## src/rtl/flash_macro_sequencer_pkg.sv

```systemverilog
// Shared constants for the flash macro sequencer: macro codes, QSPI opcodes,
// FSM state encoding and the latched request record.
package flash_pkg;

  localparam logic [3:0] FlashERS4kB = 4'hA;
  localparam logic [3:0] FlashRdID   = 4'hB;
  localparam logic [3:0] FlashWrPg   = 4'hC;
  localparam logic [3:0] FlashRdSR   = 4'hE;

  localparam logic [7:0] OP_WREN  = 8'h06;
  localparam logic [7:0] OP_SE    = 8'h20;
  localparam logic [7:0] OP_PP    = 8'h02;
  localparam logic [7:0] OP_RDSR  = 8'h05;
  localparam logic [7:0] OP_RDID  = 8'h9F;
  localparam logic [7:0] OP_DUMMY = 8'h00;

  localparam logic [2:0] S_IDLE     = 3'd0;
  localparam logic [2:0] S_WREN     = 3'd1;
  localparam logic [2:0] S_CMD      = 3'd2;
  localparam logic [2:0] S_ADDR     = 3'd3;
  localparam logic [2:0] S_DATA     = 3'd4;
  localparam logic [2:0] S_POLL_CMD = 3'd5;
  localparam logic [2:0] S_POLL_RD  = 3'd6;
  localparam logic [2:0] S_DONE     = 3'd7;

  typedef struct packed {
    logic [3:0]  code;
    logic [23:0] addr;
  } macro_req_t;

  // Erase/program need write-enable first; reads go straight to the opcode;
  // anything else is rejected and finishes immediately with an error.
  function automatic logic [2:0] entry_state(input logic [3:0] code);
    case (code)
      FlashERS4kB, FlashWrPg: return S_WREN;
      FlashRdSR, FlashRdID:   return S_CMD;
      default:                return S_DONE;
    endcase
  endfunction

endpackage

```

## src/rtl/flash_macro_sequencer_if.sv

```systemverilog
// Bundle of the macro request, program-buffer and SPI byte-engine signals
// seen by the flash macro sequencer.
interface flash_macro_sequencer_if;
  logic [3:0]  macro_states;
  logic        macro_states_valid;
  logic [31:0] addr_reg;
  logic        flash_macro_states_done;
  logic        flash_err;
  logic [7:0]  sr_reg;
  logic [23:0] id_reg;
  logic        buff_rd_en;
  logic [7:0]  buff_dout;
  logic        buff_prog_empty;
  logic        spi_start;
  logic [7:0]  spi_tx;
  logic        spi_last;
  logic        spi_busy;
  logic        spi_done;
  logic [7:0]  spi_rx;

  modport master (
    input  macro_states, macro_states_valid, addr_reg,
    input  buff_dout, buff_prog_empty,
    input  spi_busy, spi_done, spi_rx,
    output flash_macro_states_done, flash_err, sr_reg, id_reg,
    output buff_rd_en, spi_start, spi_tx, spi_last
  );

  modport slave (
    output macro_states, macro_states_valid, addr_reg,
    output buff_dout, buff_prog_empty,
    output spi_busy, spi_done, spi_rx,
    input  flash_macro_states_done, flash_err, sr_reg, id_reg,
    input  buff_rd_en, spi_start, spi_tx, spi_last
  );
endinterface

```

## src/rtl/flash_macro_sequencer.sv

```systemverilog
// Turns macro codes into QSPI byte sequences on a byte-level SPI engine:
// WREN / erase / page program / status poll / JEDEC ID read.
module flash_macro_sequencer
  import flash_pkg::*;
#(
  parameter int unsigned PG_BYTES = 256,
  parameter int unsigned POLL_MAX = 24'hFFFFFF,
  parameter logic [7:0]  CMD_WREN = OP_WREN,
  parameter logic [7:0]  CMD_SE   = OP_SE,
  parameter logic [7:0]  CMD_PP   = OP_PP,
  parameter logic [7:0]  CMD_RDSR = OP_RDSR,
  parameter logic [7:0]  CMD_RDID = OP_RDID
) (
  input logic clk,
  input logic rst,
  flash_macro_sequencer_if.master bus
);

  localparam logic [8:0]  PG_LAST   = 9'(PG_BYTES - 1);
  localparam logic [23:0] POLL_LAST = 24'(POLL_MAX - 1);

  logic [2:0]  state;
  macro_req_t  req;
  logic [1:0]  byte_cnt;
  logic [8:0]  data_cnt;
  logic [23:0] poll_cnt;
  logic        pend;      // byte handed to the engine, waiting for spi_done
  logic [1:0]  fetch;     // 1: buffer read issued, 2: buff_dout valid

  logic       can_issue, xfer_done, is_write, data_last;
  logic [7:0] addr_byte, cmd_op;
  logic       unused_addr_hi;

  assign unused_addr_hi = ^bus.addr_reg[31:24];

  assign can_issue = !pend && !bus.spi_busy && !bus.spi_start;
  assign xfer_done = pend && bus.spi_done;
  assign is_write  = (req.code == FlashWrPg);
  assign addr_byte = req.addr[{byte_cnt, 3'b000} +: 8];
  // Reads reuse the data phase for dummy bytes: one for RDSR, three for RDID.
  assign data_last = is_write ? (data_cnt == PG_LAST)
                              : (data_cnt == ((req.code == FlashRdID) ? 9'd2 : 9'd0));

  always_comb begin
    cmd_op = CMD_RDSR;
    case (req.code)
      FlashERS4kB: cmd_op = CMD_SE;
      FlashWrPg:   cmd_op = CMD_PP;
      FlashRdID:   cmd_op = CMD_RDID;
      default:     cmd_op = CMD_RDSR;
    endcase
  end

  assign bus.flash_macro_states_done = (state == S_DONE);

  always_ff @(posedge clk or posedge rst) begin
    if (rst) begin
      state          <= S_IDLE;
      req            <= '0;
      byte_cnt       <= '0;
      data_cnt       <= '0;
      poll_cnt       <= '0;
      pend           <= 1'b0;
      fetch          <= 2'd0;
      bus.flash_err  <= 1'b0;
      bus.sr_reg     <= '0;
      bus.id_reg     <= '0;
      bus.buff_rd_en <= 1'b0;
      bus.spi_start  <= 1'b0;
      bus.spi_tx     <= '0;
      bus.spi_last   <= 1'b0;
    end else begin
      bus.spi_start  <= 1'b0;
      bus.spi_last   <= 1'b0;
      bus.buff_rd_en <= 1'b0;
      case (state)
        S_IDLE: if (bus.macro_states_valid) begin
          req           <= '{code: bus.macro_states, addr: bus.addr_reg[23:0]};
          byte_cnt      <= '0;
          data_cnt      <= '0;
          poll_cnt      <= '0;
          pend          <= 1'b0;
          fetch         <= 2'd0;
          bus.flash_err <= (entry_state(bus.macro_states) == S_DONE);
          state         <= entry_state(bus.macro_states);
        end
        S_WREN: begin
          if (can_issue) begin
            bus.spi_start <= 1'b1; bus.spi_tx <= CMD_WREN; bus.spi_last <= 1'b1; pend <= 1'b1;
          end
          if (xfer_done) begin pend <= 1'b0; state <= S_CMD; end
        end
        S_CMD: begin
          if (can_issue) begin
            bus.spi_start <= 1'b1; bus.spi_tx <= cmd_op; pend <= 1'b1;
          end
          if (xfer_done) begin
            pend     <= 1'b0;
            byte_cnt <= 2'd2;
            data_cnt <= '0;
            state    <= (req.code == FlashRdSR || req.code == FlashRdID) ? S_DATA : S_ADDR;
          end
        end
        S_ADDR: begin
          if (can_issue) begin
            bus.spi_start <= 1'b1; bus.spi_tx <= addr_byte;
            bus.spi_last  <= !is_write && (byte_cnt == 2'd0); pend <= 1'b1;
          end
          if (xfer_done) begin
            pend <= 1'b0;
            if (byte_cnt == 2'd0) state <= is_write ? S_DATA : S_POLL_CMD;
            else                  byte_cnt <= byte_cnt - 2'd1;
          end
        end
        S_DATA: begin
          if (is_write) begin
            // An empty buffer simply stalls here with CS still asserted.
            if (can_issue && fetch == 2'd0 && !bus.buff_prog_empty) begin
              bus.buff_rd_en <= 1'b1; fetch <= 2'd1;
            end
            if (fetch == 2'd1) fetch <= 2'd2;
            if (fetch == 2'd2) begin
              bus.spi_start <= 1'b1; bus.spi_tx <= bus.buff_dout;
              bus.spi_last  <= data_last; pend <= 1'b1; fetch <= 2'd0;
            end
          end else if (can_issue) begin
            bus.spi_start <= 1'b1; bus.spi_tx <= OP_DUMMY; bus.spi_last <= data_last; pend <= 1'b1;
          end
          if (xfer_done) begin
            pend <= 1'b0;
            if (req.code == FlashRdSR) bus.sr_reg <= bus.spi_rx;
            if (req.code == FlashRdID) bus.id_reg <= {bus.id_reg[15:0], bus.spi_rx};
            if (data_last) state <= is_write ? S_POLL_CMD : S_DONE;
            else           data_cnt <= data_cnt + 9'd1;
          end
        end
        S_POLL_CMD: begin
          if (can_issue) begin
            bus.spi_start <= 1'b1; bus.spi_tx <= CMD_RDSR; pend <= 1'b1;
          end
          if (xfer_done) begin pend <= 1'b0; state <= S_POLL_RD; end
        end
        S_POLL_RD: begin
          if (can_issue) begin
            bus.spi_start <= 1'b1; bus.spi_tx <= OP_DUMMY; bus.spi_last <= 1'b1; pend <= 1'b1;
          end
          if (xfer_done) begin
            pend       <= 1'b0;
            bus.sr_reg <= bus.spi_rx;
            if (!bus.spi_rx[0]) begin
              state <= S_DONE;
            end else if (poll_cnt == POLL_LAST) begin
              bus.flash_err <= 1'b1;
              state         <= S_DONE;
            end else begin
              poll_cnt <= poll_cnt + 24'd1;
              state    <= S_POLL_CMD;
            end
          end
        end
        S_DONE:  state <= S_IDLE;
        default: state <= S_IDLE;
      endcase
    end
  end

endmodule

```

## src/flat_wrapper.sv

```systemverilog
// flat-port wrapper written by rule: the top's interface ports become plain ports
module flash_macro_sequencer_flat import flash_pkg::*;
#(
  parameter int unsigned PG_BYTES = 256,
  parameter int unsigned POLL_MAX = 24'hFFFFFF,
  parameter logic [7:0]  CMD_WREN = OP_WREN,
  parameter logic [7:0]  CMD_SE   = OP_SE,
  parameter logic [7:0]  CMD_PP   = OP_PP,
  parameter logic [7:0]  CMD_RDSR = OP_RDSR,
  parameter logic [7:0]  CMD_RDID = OP_RDID
)
  (clk, rst, bus_macro_states, bus_macro_states_valid, bus_addr_reg, bus_buff_dout, bus_buff_prog_empty, bus_spi_busy, bus_spi_done, bus_spi_rx, bus_flash_macro_states_done, bus_flash_err, bus_sr_reg, bus_id_reg, bus_buff_rd_en, bus_spi_start, bus_spi_tx, bus_spi_last);
  flash_macro_sequencer_if bus_i ();
  input logic clk;
  input logic rst;
  input wire logic [$bits(bus_i.macro_states)-1:0] bus_macro_states;
  input wire logic [$bits(bus_i.macro_states_valid)-1:0] bus_macro_states_valid;
  input wire logic [$bits(bus_i.addr_reg)-1:0] bus_addr_reg;
  input wire logic [$bits(bus_i.buff_dout)-1:0] bus_buff_dout;
  input wire logic [$bits(bus_i.buff_prog_empty)-1:0] bus_buff_prog_empty;
  input wire logic [$bits(bus_i.spi_busy)-1:0] bus_spi_busy;
  input wire logic [$bits(bus_i.spi_done)-1:0] bus_spi_done;
  input wire logic [$bits(bus_i.spi_rx)-1:0] bus_spi_rx;
  output wire logic [$bits(bus_i.flash_macro_states_done)-1:0] bus_flash_macro_states_done;
  output wire logic [$bits(bus_i.flash_err)-1:0] bus_flash_err;
  output wire logic [$bits(bus_i.sr_reg)-1:0] bus_sr_reg;
  output wire logic [$bits(bus_i.id_reg)-1:0] bus_id_reg;
  output wire logic [$bits(bus_i.buff_rd_en)-1:0] bus_buff_rd_en;
  output wire logic [$bits(bus_i.spi_start)-1:0] bus_spi_start;
  output wire logic [$bits(bus_i.spi_tx)-1:0] bus_spi_tx;
  output wire logic [$bits(bus_i.spi_last)-1:0] bus_spi_last;
  assign bus_i.macro_states = bus_macro_states;
  assign bus_i.macro_states_valid = bus_macro_states_valid;
  assign bus_i.addr_reg = bus_addr_reg;
  assign bus_i.buff_dout = bus_buff_dout;
  assign bus_i.buff_prog_empty = bus_buff_prog_empty;
  assign bus_i.spi_busy = bus_spi_busy;
  assign bus_i.spi_done = bus_spi_done;
  assign bus_i.spi_rx = bus_spi_rx;
  assign bus_flash_macro_states_done = bus_i.flash_macro_states_done;
  assign bus_flash_err = bus_i.flash_err;
  assign bus_sr_reg = bus_i.sr_reg;
  assign bus_id_reg = bus_i.id_reg;
  assign bus_buff_rd_en = bus_i.buff_rd_en;
  assign bus_spi_start = bus_i.spi_start;
  assign bus_spi_tx = bus_i.spi_tx;
  assign bus_spi_last = bus_i.spi_last;
  flash_macro_sequencer #(.PG_BYTES(PG_BYTES), .POLL_MAX(POLL_MAX), .CMD_WREN(CMD_WREN), .CMD_SE(CMD_SE), .CMD_PP(CMD_PP), .CMD_RDSR(CMD_RDSR), .CMD_RDID(CMD_RDID)) u_core (.clk(clk), .rst(rst), .bus(bus_i));
endmodule
```

## config.mk

```make
export PLATFORM = sky130hd
export DESIGN_NAME = flash_macro_sequencer_flat
export DESIGN_NICKNAME = d
export VERILOG_FILES = /design/src/rtl/flash_macro_sequencer_pkg.sv /design/src/rtl/flash_macro_sequencer_if.sv /design/src/rtl/flash_macro_sequencer.sv /design/src/flat_wrapper.sv
export SDC_FILE = /design/constraint.sdc
export NUM_CORES = 1
export LEC_CHECK = 0
export CAP_MARGIN = 10
export CORE_ASPECT_RATIO = 1.25
export CORE_MARGIN = 3
export CORE_UTILIZATION = 48
export CTS_CLUSTER_SIZE = 24
export DETAILED_ROUTE_END_ITERATION = 10
export GPL_TIMING_DRIVEN = 0
export PLACE_DENSITY = 0.77
export SYNTH_ARGS = -nofsm -noshare
export SYNTH_HDL_FRONTEND = slang
export SYNTH_SLANG_ARGS = --single-unit
```

## constraint.sdc

```tcl
create_clock -name clk -period 3.6 [get_ports clk]
set_input_delay 0.72 -clock clk [delete_from_list [all_inputs] [get_ports clk]]
set_output_delay 0.72 -clock clk [all_outputs]
set_load 0.02 [all_outputs]
```

==> flow_summary.json <==
{
  "cts_buffers": 17,
  "clock_skew_ns": 0.00716,
  "synth_edf_count": 0,
  "total_power_mw": 5.41,
  "die_h_um": 128,
  "synth_warnings": 0,
  "wire_per_inst_um": 17.0,
  "wl_um": 14900,
  "syn_area_um2": 5730,
  "port_buffers": 94,
  "start_kind": "flip-flop",
  "syn2layout_area_growth_pct": 30.9,
  "vias": 4999,
  "setup_viol": 0,
  "p_leak_nw": 3.25,
  "regArea_um2": 2830,
  "place.gp.congestion": 0.922,
  "fin_crit_ns": 2.92,
  "p_int_mw": 3.33,
  "grt_pass1_wl_um": 24800,
  "nNetsFinal": 771,
  "drtIter0Drc": 396,
  "timing.final.ws_setup_ns": 0.677,
  "place_inst": 847,
  "utilization_pct": 64.6,
  "grt_pass1_vias": 5022,
  "die_x_um": 104,
  "drv_slew": 0,
  "largest_reg_flops": 28,
  "antennaDiodeCount": 0,
  "drcViolationCount": 0,
  "grtUsageTotal_pct": 23.0,
  "clock.fmax_ghz": 0.342,
  "antenna_found_initial": 0,
  "rsz0062_at_grt": "no",
  "slew_headroom_pct": 37.2,
  "cts.clk_slew.worst_paths_ns": 0.06,
  "start_util_pct": 49.3,
  "viasPerCell": 5.69,
  "status": "complete, no violations",
  "synth_seq_cells": 113,
  "hold_viol": 0,
  "syn-num-nets": 655,
  "multiInputGateArea_um2": 2700,
  "tritoncts": "yes",
  "grt_overflow": 0,
  "final-instance-count-excl-fill": 879,
  "async_reset_ff_share_pct": 100,
  "ys_seq_area_share_pct": 49.4,
  "io_pins": 103,
  "critPathKind": "reg -> out",
  "power_frac_comb_pct": 36.6,
  "core_region_area_um2": 11600,
  "clockBufferDepth": 2,
  "postRouteAntennaNets": 0,
  "max_slew.worst_pin.slew_ns": 0.935,
  "arrival_ns": 2.20,
  "root_buffer": "clkbuf_16",
  "fin_setup_tns_ns": 0,
  "pre_cts_ws_ns": 0.444,
  "drive_gt1_share_pct": 13.2,
  "crit_path_end_kind": "output pin",
  "cts_setup_buffers": 0,
  "cp_max_fo": 10,
  "cp.required_ns": 2.88,
  "hpwl_um": 10700,
  "htreeDepth": 4,
  "ctsResizeCount": 0,
  "cts_sinks": 113,
  "synth_cell_types": 75,
  "worstHoldPathType": "reg -> reg",
  "power_density_nw_per_um2": 721,
  "syn_avg_cell_area_um2": 9.73,
  "seqPwrFrac_pct": 33.8,
  "timing.max_cap.violations": 0,
  "grt_max_degree": 40,
  "ys.flop_type": "dfrtp_1",
  "power_frac_clock_pct": 29.6,
  "die-area_um2": 13300,
  "switching_share_pct": 38.4,
  "filler_cell_count": 899,
  "clk_latency_ns": 0.41,
  "peakVddDrop_mv": 0.432,
  "postCtsHoldBufs": 0,
  "core.rowCount": 44,
  "post-route-period-util_pct": 81.2,
  "dr.pass1.iters": 5,
  "p_sw_mw": 2.08,
  "synthCells": 589
}
[critical path, cell delays in order, from the launching register on]
cell	delay [ns]
dfrtp_1	0.34
buf_2	0.21
nand2_1	0.13
inv_1	0.13
nand2_1	0.10
inv_1	0.21
clkdlybuf4s50_1	0.67
[power by group through the flow]
stage                     Combinational, mW  Sequential (mW)  Clock (mW)
after CTS                              1.97             1.83        1.62
after global placement                 1.90             1.83           0
after floorplan                        1.18             1.92           0
after global routing                   2.17             1.87        1.68
after detailed placement               1.95             1.84           0
final                                  1.98             1.83        1.60
[layer usage]
metal | global-route usage [%] | vias up | wire, µm
li1 | - | 2356 | -
met1 | 28.6 | 2436 | 6130
met2 | 39.4 | 179 | 7510
met3 | 5.84 | 28 | 963
met4 | 7.43 | 0 | 312
met5 | 0 | - | 0
[cell families (layout without fill, tap and decap cells)]
logic type	after synthesis	after routing	share of synthesized area (%)
adder cells (fa/ha/maj)	8	8	1.75
flip-flops	113	113	49.4
AND/OR/NAND/NOR	243	243	21.0
buffers and inverters	47	176	3.56
multiplexers	44	44	8.47
AO/OA/AOI/OAI	131	131	15.4
XOR/XNOR	3	3	0.459
[layout by cell type (no fill, tap or decap), types with 17 or more instances in the layout]
cell             instances
a21oi_1                 30
dfrtp_1                113
clkdlybuf4s50_1         94
nand3_1                 21
mux2_2                  34
nand2_1                126
clkbuf_16               17
o21ai_0                 28
inv_1                   18
or3_1                   17
[path summary, 6_finish.rpt]
path	slack [ns]	depth (start not counted)	endpoint	from
max in group asynchronous	2.13	4	u_core.data_cnt[2]$_DFFE_PP0P_	rst
hold / removal	0.48	2	u_core.req[12]$_DFFE_PP0P_	u_core.req[12]$_DFFE_PP0P_
min in group asynchronous	0.71	2	u_core.bus.sr_reg[2]$_DFFE_PP0P_	rst
setup reg to reg	0.73	6	u_core.bus.id_reg[0]$_DFFE_PP0P_	u_core.state[2]$_DFFE_PP0P_
setup / recovery	0.68	6	bus_flash_macro_states_done	u_core.state[1]$_DFFE_PP0P_
hold reg to reg	0.48	2	u_core.req[12]$_DFFE_PP0P_	u_core.req[12]$_DFFE_PP0P_
[area by class of cell]
cell class | instances | share of cell area, %
Sequential cell | 113 | 37.7
Buffer | 28 | 1.77
Clock buffer | 17 | 5.67
Clock inverter | 15 | 1.87
Inverter | 19 | 1.00
Timing Repair Buffer | 97 | 13.3
Tap cell | 161 | 2.69
Multi-Input combinational cell | 429 | 36.0
[metrics by stage]
step	hold WS [ns]	cell area [µm²]
2_1_floorplan	0.440	5730
6_report	0.479	7500
5_1_grt	0.507	7500
3_3_place_gp	0.457	6880
4_1_cts	0.477	7500
3_5_place_dp	0.462	6940
[Yosys cell counts, types with 4 or more instances]
library cell / count / area share, %
nor2_1: 15 / 0.98
o31ai_1: 12 / 1.6
inv_1: 19 / 1.2
nand2b_1: 4 / 0.44
mux2i_1: 8 / 1.4
and3_1: 4 / 0.44
o21ai_0: 28 / 2.4
nand3_1: 21 / 1.8
and2_1: 4 / 0.44
mux2_2: 34 / 6.7
ha_1: 8 / 1.7
and4_1: 4 / 0.61
o21ai_1: 10 / 0.87
nor2b_1: 4 / 0.44
dfrtp_1: 113 / 49
nand4_1: 5 / 0.55
a221oi_1: 6 / 0.92
clkbuf_1: 16 / 1.0
buf_2: 7 / 0.61
a22o_1: 6 / 0.92
nor3_1: 10 / 0.87
a21oi_1: 30 / 2.6
or3_1: 17 / 1.9
nand2_1: 126 / 8.3
or4_1: 6 / 0.79
(Power assumes the default switching activity.)
